File: src/rtl/ddr_arb_pkg.sv
// Shared types and constants for the DDR request arbiter.
package ddr_arb_pkg;

  localparam int unsigned ADDR_W_DEF = 27;
  localparam int unsigned DATA_W_DEF = 128;
  localparam int unsigned CNT_W      = 32;
  localparam int unsigned STARVE_W   = 8;

  typedef enum logic [1:0] {
    GNT_NONE = 2'd0,
    GNT_WR   = 2'd1,
    GNT_RD   = 2'd2
  } gnt_e;

endpackage

File: src/rtl/ddr_req_slot.sv
// One-entry holding register: load wins over clear so accept+issue reloads.
module ddr_req_slot #(
  parameter int unsigned W = 8
) (
  input  logic         clk,
  input  logic         reset,
  input  logic         load,
  input  logic         clear,
  input  logic [W-1:0] din,
  output logic         valid,
  output logic [W-1:0] payload
);

  // Slot state: valid flag plus captured payload.
  always_ff @(posedge clk) begin
    if (reset) begin
      valid   <= 1'b0;
      payload <= '0;
    end else if (load) begin
      valid   <= 1'b1;
      payload <= din;
    end else if (clear) begin
      valid   <= 1'b0;
    end
  end

endmodule

File: src/rtl/ddr_req_arbiter.sv
// Shares the DDR command path between the write (packer) and read (readback)
// requesters: write priority, bounded read starvation, read-after-write hold.
module ddr_req_arbiter
  import ddr_arb_pkg::*;
#(
  parameter int unsigned ADDR_W       = ADDR_W_DEF,
  parameter int unsigned DATA_W       = DATA_W_DEF,
  parameter int unsigned WR_BURST_MAX = 8
) (
  input  logic                clk,
  input  logic                reset,
  input  logic                wr_req_in,
  input  logic [ADDR_W-1:0]   wr_adx_in,
  input  logic [DATA_W-1:0]   wr_data_in,
  output logic                wr_allowed_out,
  input  logic                rd_req_in,
  input  logic [ADDR_W-1:0]   rd_adx_in,
  output logic                rd_allowed_out,
  output logic                mem_write_req,
  output logic [ADDR_W-1:0]   mem_wr_adx,
  output logic [DATA_W-1:0]   mem_wr_data,
  input  logic                mem_write_allowed,
  output logic                mem_read_req,
  output logic [ADDR_W-1:0]   mem_rd_adx,
  input  logic                mem_read_allowed,
  input  logic                mem_writes_pending,
  input  logic                mem_reads_pending,
  output logic                idle,
  output logic [CNT_W-1:0]    wr_count,
  output logic [CNT_W-1:0]    rd_count,
  output logic [STARVE_W-1:0] starve_count
);

  localparam int unsigned WR_PAY_W = ADDR_W + DATA_W;
  localparam logic [STARVE_W-1:0] STARVE_MAX = STARVE_W'(WR_BURST_MAX);

  logic                wr_valid;
  logic                rd_valid;
  logic [WR_PAY_W-1:0] wr_payload;
  logic [ADDR_W-1:0]   rd_payload;
  logic                wr_accept;
  logic                rd_accept;
  logic                wr_issue;
  logic                rd_issue;
  logic                wr_elig;
  logic                rd_elig;
  gnt_e                gnt;

  ddr_req_slot #(.W(WR_PAY_W)) u_wr_slot (
    .clk     (clk),
    .reset   (reset),
    .load    (wr_accept),
    .clear   (wr_issue),
    .din     ({wr_adx_in, wr_data_in}),
    .valid   (wr_valid),
    .payload (wr_payload)
  );

  ddr_req_slot #(.W(ADDR_W)) u_rd_slot (
    .clk     (clk),
    .reset   (reset),
    .load    (rd_accept),
    .clear   (rd_issue),
    .din     (rd_adx_in),
    .valid   (rd_valid),
    .payload (rd_payload)
  );

  assign mem_wr_adx  = wr_payload[WR_PAY_W-1:DATA_W];
  assign mem_wr_data = wr_payload[DATA_W-1:0];
  assign mem_rd_adx  = rd_payload;

  // Eligibility; a read to the address of a held write waits for that write.
  assign wr_elig = wr_valid & mem_write_allowed;
  assign rd_elig = rd_valid & mem_read_allowed & ~(wr_valid && (mem_wr_adx == rd_payload));

  // Grant: write first unless the waiting read has hit its starvation bound.
  always_comb begin
    gnt = GNT_NONE;
    if (!reset) begin
      if (wr_elig && rd_elig) begin
        gnt = (starve_count == STARVE_MAX) ? GNT_RD : GNT_WR;
      end else if (wr_elig) begin
        gnt = GNT_WR;
      end else if (rd_elig) begin
        gnt = GNT_RD;
      end
    end
  end

  assign wr_issue      = (gnt == GNT_WR);
  assign rd_issue      = (gnt == GNT_RD);
  assign mem_write_req = wr_issue;
  assign mem_read_req  = rd_issue;

  // Slot frees in the same cycle it issues, giving one command per cycle per port.
  assign wr_allowed_out = ~wr_valid | wr_issue;
  assign rd_allowed_out = ~rd_valid | rd_issue;
  assign wr_accept      = wr_req_in & wr_allowed_out & ~reset;
  assign rd_accept      = rd_req_in & rd_allowed_out & ~reset;

  assign idle = ~wr_valid & ~rd_valid & ~mem_writes_pending & ~mem_reads_pending;

  // Write streak counter while a read waits; saturates at the burst bound.
  always_ff @(posedge clk) begin
    if (reset) begin
      starve_count <= '0;
    end else if (rd_issue || !rd_valid) begin
      starve_count <= '0;
    end else if (wr_issue && (starve_count != STARVE_MAX)) begin
      starve_count <= starve_count + STARVE_W'(1);
    end
  end

  // Issued-command counters, free-running with wrap.
  always_ff @(posedge clk) begin
    if (reset) begin
      wr_count <= '0;
      rd_count <= '0;
    end else begin
      if (wr_issue) wr_count <= wr_count + CNT_W'(1);
      if (rd_issue) rd_count <= rd_count + CNT_W'(1);
    end
  end

endmodule
File: config.mk
export PLATFORM = sky130hd
export DESIGN_NAME = ddr_req_arbiter
export DESIGN_NICKNAME = d
export VERILOG_FILES = /design/src/rtl/ddr_arb_pkg.sv /design/src/rtl/ddr_req_slot.sv /design/src/rtl/ddr_req_arbiter.sv
export SDC_FILE = /design/constraint.sdc
export NUM_CORES = 1
export LEC_CHECK = 0
export CAP_MARGIN = 20
export CELL_PAD_IN_SITES_DETAIL_PLACEMENT = 0
export CELL_PAD_IN_SITES_GLOBAL_PLACEMENT = 1
export CORE_MARGIN = 4
export CORE_UTILIZATION = 34
export DETAILED_ROUTE_END_ITERATION = 8
export MAX_ROUTING_LAYER = met4
export PLACE_DENSITY = 0.82
export SYNTH_ARGS = -nofsm -noshare
export SYNTH_HDL_FRONTEND = slang
export SYNTH_HIERARCHICAL = 1
export SYNTH_SLANG_ARGS = --single-unit
File: constraint.sdc
create_clock -name clk -period 4.9 [get_ports clk]
set_input_delay 0.98 -clock clk [delete_from_list [all_inputs] [get_ports clk]]
set_output_delay 0.98 -clock clk [all_outputs]
set_load 0.1 [all_outputs]
==> Word level (Yosys, flattened, before mapping) <==
Index checks and enable logic that the tools add are counted.
{ "word_totals": {"word_cells": 50, "input_bits": 190, "output_inout_bits": 259, "register_bits": 256} }
{ "classes": {"eq_ne": 5, "n_bitwise": 18, "n_addsub": 3, "n_reduce_logical": 8, "muxes": 9} }
{ "ops": {"columns": ["op", "count"], "rows": [
  ["32-bit by 1-bit adder with 32-bit output, second input constant", 2],
  ["27-bit == test", 1],
  ["1-bit bitwise AND", 10],
  ["2-bit two-way mux", 5],
  ["8-bit by 1-bit adder with 8-bit output, second input constant", 1],
  ["8-bit by 4-bit == test with 1-bit output, second input constant", 1],
  ["8-bit by 4-bit inequality test with 1-bit output, second input constant", 1],
  ["1-bit NOT", 6],
  ["1-bit two-way mux", 4],
  ["2-bit nonzero test", 2],
  ["1-bit logical AND", 3],
  ["2-bit by 1-bit == test with 1-bit output, second input constant", 1],
  ["2-bit == test, second input constant", 1],
  ["1-bit OR", 2],
  ["2-bit OR reduction", 1],
  ["1-bit zero test", 1],
  ["1-bit logical OR", 1]
]} }

==> Longest topological paths before layout <==
{ "logic_depth": {"depth_word": 13, "mapped_depth": 12, "ltp_nobuf": 10} }

==> Hierarchy <==
Netlist, hierarchy kept.
{ "by_module_without_submodules": {"columns": ["mod", "instances", "cells_per_inst", "seq_area_each_um2", "area_each_um2"], "rows": [
  ["ddr_req_slot (u_wr_slot)", 1, 504, 3123.0, 5671.7],
  ["ddr_req_arbiter", 1, 470, 1441.4, 3906.2],
  ["ddr_req_slot (u_rd_slot)", 1, 91, 560.5, 1013.5]
]} }

==> Least setup slack after synthesis <==
Ideal clock, no wire load.
{ "synth_timing": {"path_type": "input port to output port", "startpoint": "input port mem_writes_pending", "endpoint": "output port idle", "cell_stages": 1, "path_buffers": 0, "arrival_ns": 3.854, "t_required_ns": 3.920, "path_slack_ns": 0.066, "cell_sequence": "nor4_1"} }
{ "synth_between": {"elab_chain_len": 3} }
{ "synth_lines": {"columns": ["element", "line", "rtl"], "rows": [
  ["from (decl)", "ddr_req_arbiter.sv:26", "input logic mem_writes_pending,"],
  ["1-bit NOT", "ddr_req_arbiter.sv:102", "assign idle = ~wr_valid & ~rd_valid & ~mem_writes_pending & ~mem_reads_pending;"],
  ["1-bit bitwise AND (2 in a row)", "ddr_req_arbiter.sv:102", null],
  ["to (decl)", "ddr_req_arbiter.sv:28", "output logic idle,"]
]} }
No other way between the ends.

==> Final worst setup path <==
{ "layout_timing": {"startpoint": "input port mem_read_allowed", "endpoint": "output port mem_write_req"} }
{ "layout_between": {"elab_chain_len": 7, "word_cells_on_any_way": 8, "cone_classes": "1 x eq/ne; 4 x mux; 2 x bitwise; 1 x reduce/logical"} }
{ "layout_lines": {"columns": ["element", "line", "rtl"], "rows": [
  ["from (decl)", "ddr_req_arbiter.sv:25", "input logic mem_read_allowed,"],
  ["1-bit bitwise AND (*) (2 in a row)", "ddr_req_arbiter.sv:75", "assign rd_elig = rd_valid & mem_read_allowed & ~(wr_valid && (mem_wr_adx == rd_payload));"],
  ["2-bit two-way mux", "ddr_req_arbiter.sv:85", "end else if (rd_elig) begin"],
  ["2-bit two-way mux", "ddr_req_arbiter.sv:83", "end else if (wr_elig) begin"],
  ["2-bit two-way mux (*)", "ddr_req_arbiter.sv:81", "if (wr_elig && rd_elig) begin"],
  ["2-bit two-way mux (*)", "ddr_req_arbiter.sv:80", "if (!reset) begin"],
  ["2-bit by 1-bit == test with 1-bit output (*)", "ddr_req_arbiter.sv:91", "assign wr_issue = (gnt == GNT_WR);"],
  ["to (decl)", "ddr_req_arbiter.sv:19", "output logic mem_write_req,"]
]} }
Mark *: on every way between the ends. The rest lies on a longest branch, timed or not.

==> metrics.txt <==
outcome complete, no violations; Die ar. 34000 um^2; share of cells above drive strength 1 0.0526; warnings from Yosys 6; slowest library cell on the worst path nor2_1; WHS 0.490 ns; #FFs+latches synth 256; Req. time, crit path 3.92 ns; Final Instance Area 16200 um^2; critical path type primary input to output pin; Final Setup Violations 0; vias 9029; final net count 1692; Leak Pwr 5.77 nW; Fin. Hold Viols 0; RePlAce Congestion 0.825; clock period minus worst slack 3.94 ns; clock root buffer master clkbuf_16; clk buf depth 3; wire per inst 18.4 um; Antenna diodes 0; CP top delay family buffers and inverters; Fmax achieved 0.254 GHz; Synth Flop Type dfxtp_1; DPL Wire Length 26400 um; Worst Hold End u_wr_slot/payload[60]$_SDFFE_PP0P_; CTS tree yes; CP Capture Type output pin; largest driver fanout on the critical path 10; instance count on the critical path 6; final core utilization 0.528; unrepaired setup endpoints after global routing no; Core Area 30700 um^2; Site Rows 64; FF-to-FF setup slack 1.58 ns; Routed WL 35200 um; worst r2r dst u_wr_slot/payload[74]$_SDFFE_PP0P_; Power Density 348 nW/um^2; number of global-route vias before repair 9013; number of port buffers 448; EDFF count, synth 0; VDD IR-drop max 242 uV; GRT overflow 0; R2R Path Start u_rd_slot/payload[20]$_SDFFE_PP0P_; CP bufs+invs 3; async set-or-reset flop fraction in the synthesized netlist 0; dpl cells 1862; worst hold path class flip-flop to flip-flop; Yosys cell types 56; post-route ant nets 0; Mapped Area 10600 um^2; Synth Net Count 1259; # resized after CTS 0; max-slew violations 0; CP peak stage delay 0.62 ns; Post-Place Cell Area 15200 um^2; Slew @ Worst Pin 1.10 ns; largest net degree at the start of global routing 79; antenna violations before repair 0; IO Count 449; DRT Pass-1 Iters 4; area of the multi-input gates 4860 um^2; hold-fix buffers at CTS 0; Hold Startpoint u_wr_slot/payload[60]$_SDFFE_PP0P_; Reg2Reg Depth 9; Reg clk slew, reported paths 0.05 ns; Sequential cell area 5120 um^2; later-pin clock latency in the skew report 0.54 ns; Max Cap Viol 0; worst hold path stage count 2; initial drt markers 379; Worst EP arrival 2.96 ns; fill cell count 2808; Final Skew 0.0183 ns; DRC 0; cts bufs inserted 30; worst-path cell chain clkdlybuf4s50_1 > and2_1 > a21boi_1 > nor2_1 > inv_2 > buf_4; setup TNS 0 ns; clock sinks 256; starting density of the core 0.345; global-route wire length before repair 52900 um; synthesized area per cell 9.94 um^2; total track usage 0.201; critical path startpoint category primary input; Slew headroom 0.265; setup bufs post-CTS 0; fin crit share 0.805; Die X-Extent 184 um; Gate Count Post-Synth 1065; register area share after synthesis 0.484; Syn-to-layout area delta 52.9%; die height 184 um; CTS H-Tree Depth 1; drt via density 4.71; non-filler cells in the finished layout 1916
==> through the flow <==
step                      power [W]  setup slack (ns)
after floorplan             0.00307            0.0657
after global placement      0.00341              1.03
after detailed placement    0.00341             0.981
after CTS                   0.00570             0.960
after global routing        0.00585             0.740
final                       0.00563             0.955
==> cell usage after synthesis (4+ instances only) <==
cell | instances | area, um^2
nand4_1 | 23 | 144
or3_1 | 10 | 62.6
clkbuf_1 | 30 | 113
o21ai_1 | 9 | 45.0
a21oi_1 | 29 | 145
nor3_1 | 10 | 50.1
buf_12 | 17 | 340
o31ai_1 | 5 | 37.5
a211oi_1 | 4 | 30.0
nor4_1 | 7 | 43.8
and4_1 | 4 | 35.0
and3_1 | 9 | 56.3
ha_1 | 4 | 50.1
o21ai_0 | 6 | 30.0
mux2i_1 | 183 | 1830
nand2b_1 | 5 | 31.3
buf_2 | 8 | 40.0
nor4b_1 | 4 | 35.0
xnor2_1 | 66 | 578
inv_1 | 18 | 67.6
and2_1 | 5 | 31.3
nand3_1 | 22 | 110
nand2_1 | 30 | 113
xor2_1 | 7 | 61.3
nor2_1 | 245 | 920
a2111oi_0 | 6 | 52.6
dfxtp_1 | 256 | 5120
==> logic make-up after synthesis <==
logic type      share of synthesized area
xor+xnor                           0.0604
mux                                 0.175
simple gates                        0.171
compound gates                     0.0464
flops                               0.484
fa+ha+maj                         0.00473
buf+inv                            0.0582
==> power breakdown <==
part	total [W]	leakage, nW	switching (W)	internal [W]
combinational	0.00116	3.18	0.000783	0.000373
sequential	0.00221	2.08	0.0000500	0.00216
clock	0.00227	0.499	0.000869	0.00140
total	0.00563	5.77	0.00170	0.00393
==> worst min-delay path, stage by stage, from the launching register on <==
cell and delay [ns]:
dfxtp_1 0.32, mux2i_1 0.06, nor2_1 0.07
==> sequential cells by signal, summed over array words and instances, names as in the netlist <==
register,count
starve_count,8
u_wr_slot/valid,1
u_wr_slot/payload,155
wr_count,32
u_rd_slot/payload,27
u_rd_slot/valid,1
rd_count,32
==> final cells by class <==
class | instances | share of cell area
sequential | 256 | 0.316
multi-input combinational | 730 | 0.300
timing repair buffer | 461 | 0.286
clock buffer | 44 | 0.0546
tap | 396 | 0.0306
clock inverter | 10 | 0.00788
inverter | 19 | 0.00440
==> worst max-delay path by stage <==
stage                    end                                from
2_1_floorplan           idle                  mem_writes_pending
3_5_place_dp   mem_write_req                    mem_read_allowed
5_1_grt        mem_write_req                    mem_read_allowed
6_report       mem_write_req                    mem_read_allowed
4_1_cts        mem_write_req  u_rd_slot/payload[20]$_SDFFE_PP0P_
3_3_place_gp   mem_write_req                    mem_read_allowed
==> placed cells by master (no fill, tap or decap), drive strengths merged, types with 3 or more instances in the layout <==
master,count
nand3,23
nand2,30
nor2,245
clkbuf,45
xnor2,66
buf,19
o31ai,5
a211oi,5
nand4,23
o21ai,15
clkinv,6
nor2b,3
nor4,8
a2111oi,7
bufinv,3
ha,4
nor4b,5
a21bo,3
nor3,11
nand3b,3
clkdlybuf4s50,441
nand2b,5
and3,9
and4,4
mux2i,183
and2,5
or2,3
dfxtp,256
or3,10
inv,19
a21oi,29
xor2,7
==> per-layer routing <==
layer / track usage / vias up / share of wire
met1: 0.232 / 4188 / 0.40
met2: 0.346 / 311 / 0.49
li1: - / 4491 / -
met5: - / - / 0
met4: 0.0402 / 0 / 0.018
met3: 0.0643 / 39 / 0.098
Note: power is estimated with default switching activity, not from simulation.
